$ cat src/rtl/sm_color_classifier.sv
// TCS3200 colour classifier: windows each sweep against three reference signatures,
// debounces the class over consecutive sweeps, and flags a fault when sweeps stop arriving.
module sm_color_classifier #(
   parameter int W       = 21,
   parameter int TOL     = 200,
   parameter int CONFIRM = 4,
   parameter int TIMEOUT = 5000000,
   parameter logic [4*W-1:0] REF_RED   = {21'd1010, 21'd1370, 21'd1543, 21'd480},
   parameter logic [4*W-1:0] REF_GREEN = {21'd1510, 21'd1400, 21'd1390, 21'd500},
   parameter logic [4*W-1:0] REF_BLUE  = {21'd1800, 21'd970, 21'd1630, 21'd485}
) (
   input  logic         clk_50M,
   input  logic         reset,
   input  logic [W-1:0] red_cnt,
   input  logic [W-1:0] blue_cnt,
   input  logic [W-1:0] green_cnt,
   input  logic [W-1:0] clear_cnt,
   input  logic         cnt_valid,
   output logic [1:0]   color_code,
   output logic         red_led,
   output logic         green_led,
   output logic         blue_led,
   output logic         color_changed,
   output logic         sensor_fault
);

   localparam int WP = W + 1;
   localparam int TW = $clog2(TIMEOUT + 1);
   localparam int RW = 4;
   localparam logic [W:0]    TOL_W   = WP'(TOL);
   localparam logic [TW-1:0] TMO_MAX = TW'(TIMEOUT);
   localparam logic [TW-1:0] TMO_PRE = TW'(TIMEOUT - 1);
   localparam logic [RW-1:0] RUN_MAX = RW'(CONFIRM);

   // Window bounds are computed one bit wider so ref+TOL never wraps; ref-TOL floors at 0.
   function automatic logic in_window(input logic [W-1:0] cnt, input logic [W-1:0] ref_v);
      logic [W:0] lo;
      logic [W:0] hi;
      hi = {1'b0, ref_v} + TOL_W;
      lo = ({1'b0, ref_v} > TOL_W) ? ({1'b0, ref_v} - TOL_W) : '0;
      return ({1'b0, cnt} > lo) && ({1'b0, cnt} < hi);
   endfunction

   function automatic logic [3:0] sig_flags(input logic [W-1:0] r, input logic [W-1:0] b,
                                            input logic [W-1:0] g, input logic [W-1:0] c,
                                            input logic [4*W-1:0] sig);
      return {in_window(r, sig[4*W-1:3*W]), in_window(b, sig[3*W-1:2*W]),
              in_window(g, sig[2*W-1:W]),   in_window(c, sig[W-1:0])};
   endfunction

   logic [W-1:0]  s1_r, s1_b, s1_g, s1_c;
   logic          s1_v;
   logic [3:0]    s2_red_f, s2_green_f, s2_blue_f;
   logic          s2_zero, s2_v;
   logic [1:0]    cand;
   logic [RW-1:0] run;
   logic [TW-1:0] tmo_cnt;
   logic          tmo_hit;
   logic [1:0]    cls;
   logic [RW-1:0] run_nxt;

   // Stage 0: counts are sampled only on the strobe; there is no back-pressure.
   always_ff @(posedge clk_50M or posedge reset) begin
      if (reset) begin
         s1_v <= 1'b0;
         s1_r <= '0;
         s1_b <= '0;
         s1_g <= '0;
         s1_c <= '0;
      end else begin
         s1_v <= cnt_valid;
         if (cnt_valid) begin
            s1_r <= red_cnt;
            s1_b <= blue_cnt;
            s1_g <= green_cnt;
            s1_c <= clear_cnt;
         end
      end
   end

   always_ff @(posedge clk_50M or posedge reset) begin
      if (reset) begin
         s2_v       <= 1'b0;
         s2_red_f   <= '0;
         s2_green_f <= '0;
         s2_blue_f  <= '0;
         s2_zero    <= 1'b0;
      end else begin
         s2_v       <= s1_v;
         s2_red_f   <= sig_flags(s1_r, s1_b, s1_g, s1_c, REF_RED);
         s2_green_f <= sig_flags(s1_r, s1_b, s1_g, s1_c, REF_GREEN);
         s2_blue_f  <= sig_flags(s1_r, s1_b, s1_g, s1_c, REF_BLUE);
         s2_zero    <= (s1_r == '0) || (s1_b == '0) || (s1_g == '0) || (s1_c == '0);
      end
   end

   always_comb begin
      cls = 2'd0;
      if (!s2_zero) begin
         if (&s2_red_f)
            cls = 2'd1;
         else if (&s2_green_f)
            cls = 2'd2;
         else if (&s2_blue_f)
            cls = 2'd3;
      end
      if (cls == cand)
         run_nxt = (run == RUN_MAX) ? run : run + 1'b1;
      else
         run_nxt = RW'(1);
   end

   assign tmo_hit = !cnt_valid && (tmo_cnt == TMO_PRE);

   always_ff @(posedge clk_50M or posedge reset) begin
      if (reset)
         tmo_cnt <= '0;
      else if (cnt_valid)
         tmo_cnt <= '0;
      else if (tmo_cnt != TMO_MAX)
         tmo_cnt <= tmo_cnt + 1'b1;
   end

   // A timeout on the same edge as a stage-2 sample takes precedence over the debounce.
   always_ff @(posedge clk_50M or posedge reset) begin
      if (reset) begin
         cand          <= 2'd0;
         run           <= '0;
         color_code    <= 2'd0;
         red_led       <= 1'b0;
         green_led     <= 1'b0;
         blue_led      <= 1'b0;
         color_changed <= 1'b0;
         sensor_fault  <= 1'b0;
      end else begin
         color_changed <= 1'b0;
         if (cnt_valid)
            sensor_fault <= 1'b0;
         if (tmo_hit) begin
            sensor_fault  <= 1'b1;
            cand          <= 2'd0;
            run           <= '0;
            color_code    <= 2'd0;
            red_led       <= 1'b0;
            green_led     <= 1'b0;
            blue_led      <= 1'b0;
            color_changed <= (color_code != 2'd0);
         end else if (s2_v) begin
            cand <= cls;
            run  <= run_nxt;
            if ((run_nxt == RUN_MAX) && (cls != color_code)) begin
               color_code    <= cls;
               red_led       <= (cls == 2'd1);
               green_led     <= (cls == 2'd2);
               blue_led      <= (cls == 2'd3);
               color_changed <= 1'b1;
            end
         end
      end
   end

endmodule

$ cat config.mk
export PLATFORM = sky130hd
export DESIGN_NAME = sm_color_classifier
export DESIGN_NICKNAME = d
export VERILOG_FILES = /design/src/rtl/sm_color_classifier.sv
export SDC_FILE = /design/constraint.sdc
export NUM_CORES = 1
export LEC_CHECK = 0
export BUFFER_PORTS_ARGS = -buffer_cell sky130_fd_sc_hd__buf_2
export CORE_MARGIN = 3
export CORE_UTILIZATION = 50
export CTS_BUF_LIST = sky130_fd_sc_hd__clkbuf_2
export DETAILED_ROUTE_END_ITERATION = 10
export PLACE_DENSITY = 0.71
export REMOVE_ABC_BUFFERS = 1
export SLEW_MARGIN = 40
export SYNTH_ARGS = -nofsm -noshare
export SYNTH_HDL_FRONTEND = slang
export SYNTH_SLANG_ARGS = --single-unit
$ cat constraint.sdc
create_clock -name clk_50M -period 7 [get_ports clk_50M]
set_input_delay 0 -clock clk_50M [delete_from_list [all_inputs] [get_ports clk_50M]]
set_output_delay 0 -clock clk_50M [all_outputs]
set_load 0.1 [all_outputs]
==> results.sh, run 1 <==
export IMPL_outcome="aborted with a tool error"
export IMPL_lastStage="4_1_cts"
export IMPL_run_stop_error="[ERROR RSZ-0060] Max buffer count reached."
export IMPL_preCtsSetupSlack_ns=4.74
export IMPL_num_io_pins=94
export IMPL_dieWidth_um=119
export IMPL_ys_warn_count=0
export IMPL_cts_hold_buf=166
export IMPL_synth_largest_area_cell="dfrtp_1"
export IMPL_post_cts_resize_count=0
export IMPL_place_gp_congestion=0.906
export IMPL_ys_flop_type="dfrtp_1"
export IMPL_synth_edf_count=0
export IMPL_seq_area_frac_synth=0.530
export IMPL_cts_num_sinks=135
export IMPL_syn_area_um2=6380
export IMPL_cts_buffers=17
export IMPL_synth_cells=551
export IMPL_synth_top_area_frac=0.530
export IMPL_io_buffers=93
export IMPL_ys_ff_latch=135
export IMPL_synth_area_top_cells="dfrtp_1 (53%), mux2_2 (15%), nor2_1 (2.7%)"
export IMPL_synth_cell_type_count=64
export IMPL_hpwlAfterDp_mm=9.34
export IMPL_h_tree_depth=4
export IMPL_cts_buffer_depth=2
export IMPL_cts_setup_buffers=0
export IMPL_start_util=0.520
export IMPL_cts_root_buffer_cell="clkbuf_2"
export IMPL_synth_avg_cell_area_um2=11.6
export IMPL_async_flop_share=1.00
export IMPL_rows=40
export IMPL_chipHeight_um=119
## per-stage QoR
| stage | instance area (um^2) | cells |
|---|---|---|
| 3_3_place_gp | 6990 | 794 |
| 3_5_place_dp | 6990 | 794 |
| 2_1_floorplan | 6290 | 531 |
## kinds of logic after synthesis
family / Yosys count / share of synthesized area
AND/OR/NAND/NOR: 198 / 0.173
flip-flops: 135 / 0.530
multiplexers: 90 / 0.158
AO/OA/AOI/OAI: 75 / 0.0867
buffers and inverters: 31 / 0.0198
XOR/XNOR: 18 / 0.0247
adder cells (fa/ha/maj): 4 / 0.00785
## cell usage after synthesis (all sizes together), types with 5 or more instances
cell type / n
dfrtp: 135
mux2: 84
nor2: 46
nand2: 38
nor4: 21
nand3: 20
nor3: 20
o21ai: 16
clkbuf: 15
a21oi: 14
xor2: 12
inv: 11
a211oi: 9
nand4: 9
and4: 8
a31oi: 7
nand2b: 7
mux2i: 6
xnor2: 6
buf: 5
nor4b: 5
==> inputs of run 2 (changes only) <==
--- a/config.mk
+++ b/config.mk
@@ -7,10 +7,9 @@
 export LEC_CHECK = 0
 export BUFFER_PORTS_ARGS = -buffer_cell sky130_fd_sc_hd__buf_2
 export CORE_MARGIN = 3
-export CORE_UTILIZATION = 50
-export CTS_BUF_LIST = sky130_fd_sc_hd__clkbuf_2
+export CORE_UTILIZATION = 35
 export DETAILED_ROUTE_END_ITERATION = 10
-export PLACE_DENSITY = 0.71
+export PLACE_DENSITY_LB_ADDON = 0.15
 export REMOVE_ABC_BUFFERS = 1
 export SLEW_MARGIN = 40
 export SYNTH_ARGS = -nofsm -noshare
==> results.sh, run 2 <==
export IMPL_drc=0
export IMPL_place_area_um2=7060
export IMPL_hpwlAfterDp_mm=9.65
export IMPL_grt_pass1_wl_mm=24.3
export IMPL_relSlewSlack=0.552
export IMPL_crit_type="reg -> reg"
export IMPL_synth_cell_type_count=64
export IMPL_async_flop_share=1.00
export IMPL_synth_top_area_frac=0.530
export IMPL_multiInputGateArea_um2=2870
export IMPL_grt_pass1_vias=5139
export IMPL_post_cts_resize_count=0
export IMPL_final_cell_mix="dfrtp_1 (135), buf_2 (92), dlygate4sd3_1 (86)"
export IMPL_fin_crit_sh=0.332
export IMPL_grt_ovfl_total=0
export IMPL_cp_max_fo=11
export IMPL_antennaDiodeCount=0
export IMPL_drive_gt1_frac=0.310
export IMPL_num_io_pins=94
export IMPL_start_util=0.364
export IMPL_outcome="finished clean"
export IMPL_seq_area_frac_synth=0.530
export IMPL_preCtsSetupSlack_ns=4.69
export IMPL_p_per_area_nw_per_um2=251
export IMPL_rows=48
export IMPL_worstSkewPairLatency_ns=0.42
export IMPL_synth_edf_count=0
export IMPL_drt_pass1_iter_count=4
export IMPL_final_setup_viol_count=0
export IMPL_ff2ff_path_depth=5
export IMPL_worstPathCellList="nor4b_1 > nand4_1 > or4_1 > and2_0 > mux2_2"
export IMPL_dieWidth_um=141
export IMPL_r2r_slack_ns=4.68
export IMPL_cts_tree="done"
export IMPL_drt_wl_total_mm=14.4
export IMPL_fin_cells=969
export IMPL_ant_nets=0
export IMPL_fmax_mhz=430
export IMPL_hold_violations=0
export IMPL_finalClockSkew_ns=0.0102
export IMPL_vias=4911
export IMPL_cp_end_kind="flip-flop"
export IMPL_cts_buffer_depth=2
export IMPL_core_area_um2=17500
export IMPL_r2r_end="color_code[1]$_DFFE_PP0P_"
export IMPL_timing_rr_start="tmo_cnt[15]$_DFFE_PP0P_"
export IMPL_drt_iter0_markers=216
export IMPL_synth_largest_area_cell="dfrtp_1"
export IMPL_ys_flop_type="dfrtp_1"
export IMPL_dp_cells=851
export IMPL_ir_drop_mv=0.167
export IMPL_ff_latch_area_um2=3380
export IMPL_cp_data_required_time_ns=7.31
export IMPL_final_max_slew_viol_count=0
export IMPL_final_common_cell="dfrtp_1"
export IMPL_largest_reg_flops=23
export IMPL_critPathTopFamily="simple AND/OR/NAND/NOR gates"
export IMPL_cts_root_buffer_cell="clkbuf_16"
export IMPL_cts_buffers=17
export IMPL_period_minus_slack_ns=2.32
export IMPL_p_total_mw=2.14
export IMPL_worst_pin_slew_ns=0.665
export IMPL_area_growth_pct=33.6
export IMPL_ys_warn_count=0
export IMPL_chipHeight_um=141
export IMPL_fillers=1593
export IMPL_place_gp_congestion=0.832
export IMPL_yosys_top_cells_count="dfrtp_1 (135), mux2_2 (84), nor2_1 (46)"
export IMPL_cts_num_sinks=135
export IMPL_layout_nets=822
export IMPL_synth_area_top_cells="dfrtp_1 (53%), mux2_2 (15%), nor2_1 (2.7%)"
export IMPL_io_buffers=93
export IMPL_synth_cells=551
export IMPL_p_leak_nw=3.67
export IMPL_grt_use_total=0.152
export IMPL_cts_setup_buffers=0
export IMPL_setup_tns_final_ns=0
export IMPL_vias_per_cell=5.07
export IMPL_synth_most_common_cell="dfrtp_1"
export IMPL_h_tree_depth=4
export IMPL_syn_area_um2=6380
export IMPL_critPathBufInv=0
export IMPL_crit_arrival_ns=2.63
export IMPL_crit_slowest_cell="or4_1"
export IMPL_grt_max_degree=90
export IMPL_setup_ws_ns=4.68
export IMPL_wl_per_cell_um=14.8
export IMPL_postLayoutCellArea_um2=8520
export IMPL_rsz0062_at_grt="no"
export IMPL_worst_setup_path_start_kind="flip-flop"
export IMPL_synth_avg_cell_area_um2=11.6
export IMPL_cts_clk_slew_worst_paths_ns=0.06
export IMPL_regMostFlops="tmo_cnt"
export IMPL_dieArea_um2=19900
export IMPL_maxCapViolCount=0
export IMPL_antenna_found_initial=0
export IMPL_slowest_delay_ns=0.73
export IMPL_min_path_type="in -> async"
export IMPL_ys_ff_latch=135
## run 2: what timing repair did
action | in CTS | in global routing
hold buffers | 86 | 0
hold endpoints to repair | 173 | 0
setup endpoints to repair | 0 | 0
## run 2: area by class of cell
class | count | share of cell area
Clock inverter | 11 | 0.0131
Timing Repair Buffer | 181 | 0.158
Sequential cell | 135 | 0.397
Multi-Input combinational cell | 385 | 0.337
Clock buffer | 21 | 0.0564
Tap cell | 225 | 0.0330
Inverter | 11 | 0.00573
## run 2: tightest hold or removal path: cells and delay by family
family	cells	cell delay, ns
buf+inv	3	1.12
## run 2: cell families after synthesis
kind of cell / synth area share
simple gates: 0.173
flops: 0.530
mux: 0.158
compound gates: 0.0867
buf+inv: 0.0198
xor+xnor: 0.0247
fa+ha+maj: 0.00785
## run 2: through the flow
| stage | utilization | hold WS (ns) |
|---|---|---|
| 2_1_floorplan | - | 0.0314 |
| 3_3_place_gp | 0.403 | 0.215 |
| 3_5_place_dp | 0.403 | 0.225 |
| 4_1_cts | 0.485 | 0.304 |
| 5_1_grt | 0.486 | 0.297 |
| 6_report | 0.486 | 0.229 |
## run 2: how the worst max path moves through the flow
stage,slack [ns],from,depth (start not counted),end
2_1_floorplan,3.39,reset,1,blue_led$_DFFE_PP0P_
3_3_place_gp,4.75,tmo_cnt[15]$_DFFE_PP0P_,5,color_code[1]$_DFFE_PP0P_
3_5_place_dp,4.69,tmo_cnt[7]$_DFFE_PP0P_,5,color_code[1]$_DFFE_PP0P_
4_1_cts,4.68,tmo_cnt[7]$_DFFE_PP0P_,5,color_code[1]$_DFFE_PP0P_
5_1_grt,4.53,tmo_cnt[15]$_DFFE_PP0P_,5,color_code[1]$_DFFE_PP0P_
6_report,4.68,tmo_cnt[15]$_DFFE_PP0P_,5,color_code[1]$_DFFE_PP0P_
## run 2: layer usage
layer | up-vias | global-route usage | wire length (um)
met2 | 114 | 0.252 | 7000
li1 | 2392 | - | -
met4 | 0 | 0.0653 | 298
met1 | 2387 | 0.190 | 6480
met5 | - | 0 | 0
met3 | 18 | 0.0383 | 583
## run 2: power breakdown
| part | internal, mW | switching (mW) | total, mW |
|---|---|---|---|
| sequential | 0.850 | 0.0721 | 0.922 |
| combinational | 0.152 | 0.182 | 0.334 |
| clock | 0.532 | 0.352 | 0.883 |
Note: power is estimated with default switching activity, not from simulation.
==> inputs of run 3 (changes only) <==
==> constraint.sdc (replaced) <==
create_clock -name clk_50M -period 2.2 [get_ports clk_50M]
set_input_delay 0 -clock clk_50M [delete_from_list [all_inputs] [get_ports clk_50M]]
set_output_delay 0 -clock clk_50M [all_outputs]
set_load 0.1 [all_outputs]
==> results.sh, run 3 (same netlist as run 2, synthesis figures left out) <==
export IMPL_place_area_um2=7140
export IMPL_start_util=0.364
export IMPL_hpwlAfterDp_mm=9.91
export IMPL_drt_iter0_markers=181
export IMPL_p_total_mw=6.84
export IMPL_cts_tree="done"
export IMPL_cp_max_fo=5
export IMPL_dieWidth_um=141
export IMPL_ant_nets=0
export IMPL_worst_setup_path_start_kind="flip-flop"
export IMPL_cts_buffer_depth=2
export IMPL_rows=48
export IMPL_final_common_cell="dfrtp_1"
export IMPL_crit_arrival_ns=2.42
export IMPL_grt_max_degree=76
export IMPL_largest_reg_flops=23
export IMPL_drc=0
export IMPL_cp_end_kind="flip-flop"
export IMPL_final_util=0.494
export IMPL_cts_buffers=17
export IMPL_place_gp_congestion=0.754
export IMPL_drive_gt1_frac=0.328
export IMPL_grt_pass1_wl_mm=24.6
export IMPL_p_per_area_nw_per_um2=790
export IMPL_num_io_pins=94
export IMPL_antennaDiodeCount=0
export IMPL_final_max_slew_viol_count=0
export IMPL_grt_pass1_vias=5131
export IMPL_min_path_type="in -> async"
export IMPL_drt_pass1_iter_count=4
export IMPL_layout_nets=837
export IMPL_core_area_um2=17500
export IMPL_cp_data_required_time_ns=2.50
export IMPL_hold_ws_ns=0.221
export IMPL_ir_drop_mv=0.647
export IMPL_postLayoutCellArea_um2=8660
export IMPL_crit_type="reg -> reg"
export IMPL_dieArea_um2=19900
export IMPL_h_tree_depth=4
export IMPL_maxCapViolCount=0
export IMPL_regMostFlops="tmo_cnt"
export IMPL_period_minus_slack_ns=2.12
export IMPL_outcome="finished clean"
export IMPL_cts_num_sinks=135
export IMPL_fmax_mhz=472
export IMPL_relSlewSlack=0.565
export IMPL_worst_pin_slew_ns=0.647
export IMPL_antenna_found_initial=0
export IMPL_worstSkewPairLatency_ns=0.42
export IMPL_p_leak_nw=3.74
export IMPL_cts_root_buffer_cell="clkbuf_16"
export IMPL_vias=4976
export IMPL_chipHeight_um=141
export IMPL_grt_use_total=0.153
export IMPL_wl_per_cell_um=14.7
export IMPL_area_growth_pct=35.8
export IMPL_hold_violations=0
export IMPL_fin_crit_sh=0.963
export IMPL_final_cell_mix="dfrtp_1 (134), buf_2 (92), dlygate4sd3_1 (86)"
export IMPL_drt_wl_total_mm=14.5
export IMPL_cts_clk_slew_worst_paths_ns=0.06
export IMPL_vias_per_cell=5.06
export IMPL_io_buffers=93
export IMPL_grt_ovfl_total=0
export IMPL_finalClockSkew_ns=0.00797
export IMPL_final_setup_viol_count=0
[run 3: cell count changes in the layout (fill, tap and decap cells not counted), sizes merged]
cell | before | now
buf | 95 | 110
clkbuf | 21 | 19
clkinvlp | 2 | 4
[run 3: layer usage]
layer / wire, um / global-route usage / vias to the layer above
met5: 0 / 0 / -
met4: 161 / 0.0530 / 0
met3: 645 / 0.0444 / 15
met2: 7020 / 0.247 / 113
met1: 6630 / 0.198 / 2434
li1: - / - / 2414
[run 3: critical path, stage by stage, from the launching register on]
cell and delay, ns:
dfrtp_2 0.44, inv_2 0.10, ha_4 0.15, nand2b_1 0.08, nor3_2 0.23, a211oi_2 0.08, nor4_2 0.37, o2111ai_4 0.22
mux2_4 0.34
[run 3: layout make-up]
type / instances / area [um^2]
Timing Repair Buffer: 196 / 1490
Inverter: 11 / 46.3
Tap cell: 225 / 282
Fill cell: 1581 / 8880
Clock buffer: 19 / 453
Clock inverter: 13 / 121
Multi-Input combinational cell: 385 / 2890
Sequential cell: 135 / 3380
[run 3: report_power, final]
part | switching [mW] | internal [mW] | total, mW | leakage, nW
Clock | 1.12 | 1.63 | 2.74 | 0.274
Combinational | 0.613 | 0.546 | 1.16 | 1.80
Sequential | 0.234 | 2.70 | 2.94 | 1.67
[run 3: worst paths after layout]
path / slack [ns] / from / endpoint / cells after the start
worst max-delay path: 0.08 / run[0]$_DFFE_PP0P_ / color_code[1]$_DFFE_PP0P_ / 8
worst min-delay path: 0.22 / reset / tmo_cnt[22]$_DFFE_PP0P_ / 3
worst max register to register: 0.08 / run[0]$_DFFE_PP0P_ / color_code[1]$_DFFE_PP0P_ / 8
worst min register to register: 0.35 / s1_v$_DFF_PP0_ / s2_v$_DFF_PP0_ / 0
min in group clk_50M: 0.34 / clear_cnt[19] / s1_c[19]$_DFFE_PP0P_ / 3
max in group asynchronous: 1.26 / reset / s1_r[6]$_DFFE_PP0P_ / 4
[run 3: repair_timing]
| item | in CTS | in global routing |
|---|---|---|
| buffers inserted | 0 | 8 |
| setup endpoints to repair | 0 | 1 |
| endpoints found under the hold margin | 157 | 0 |
| resized for setup | 0 | 6 |
| hold buffers | 86 | 0 |
[run 3: metrics by stage]
stage               setup WS, ns  std cells  setup TNS (ns)
floorplan                  -1.41        531         -190.51
global placement           0.169        858               0
detailed placement        0.0625        858               0
CTS                       0.0541        976               0
global route             -0.0299        984         -0.0596
finish                    0.0810        984               0
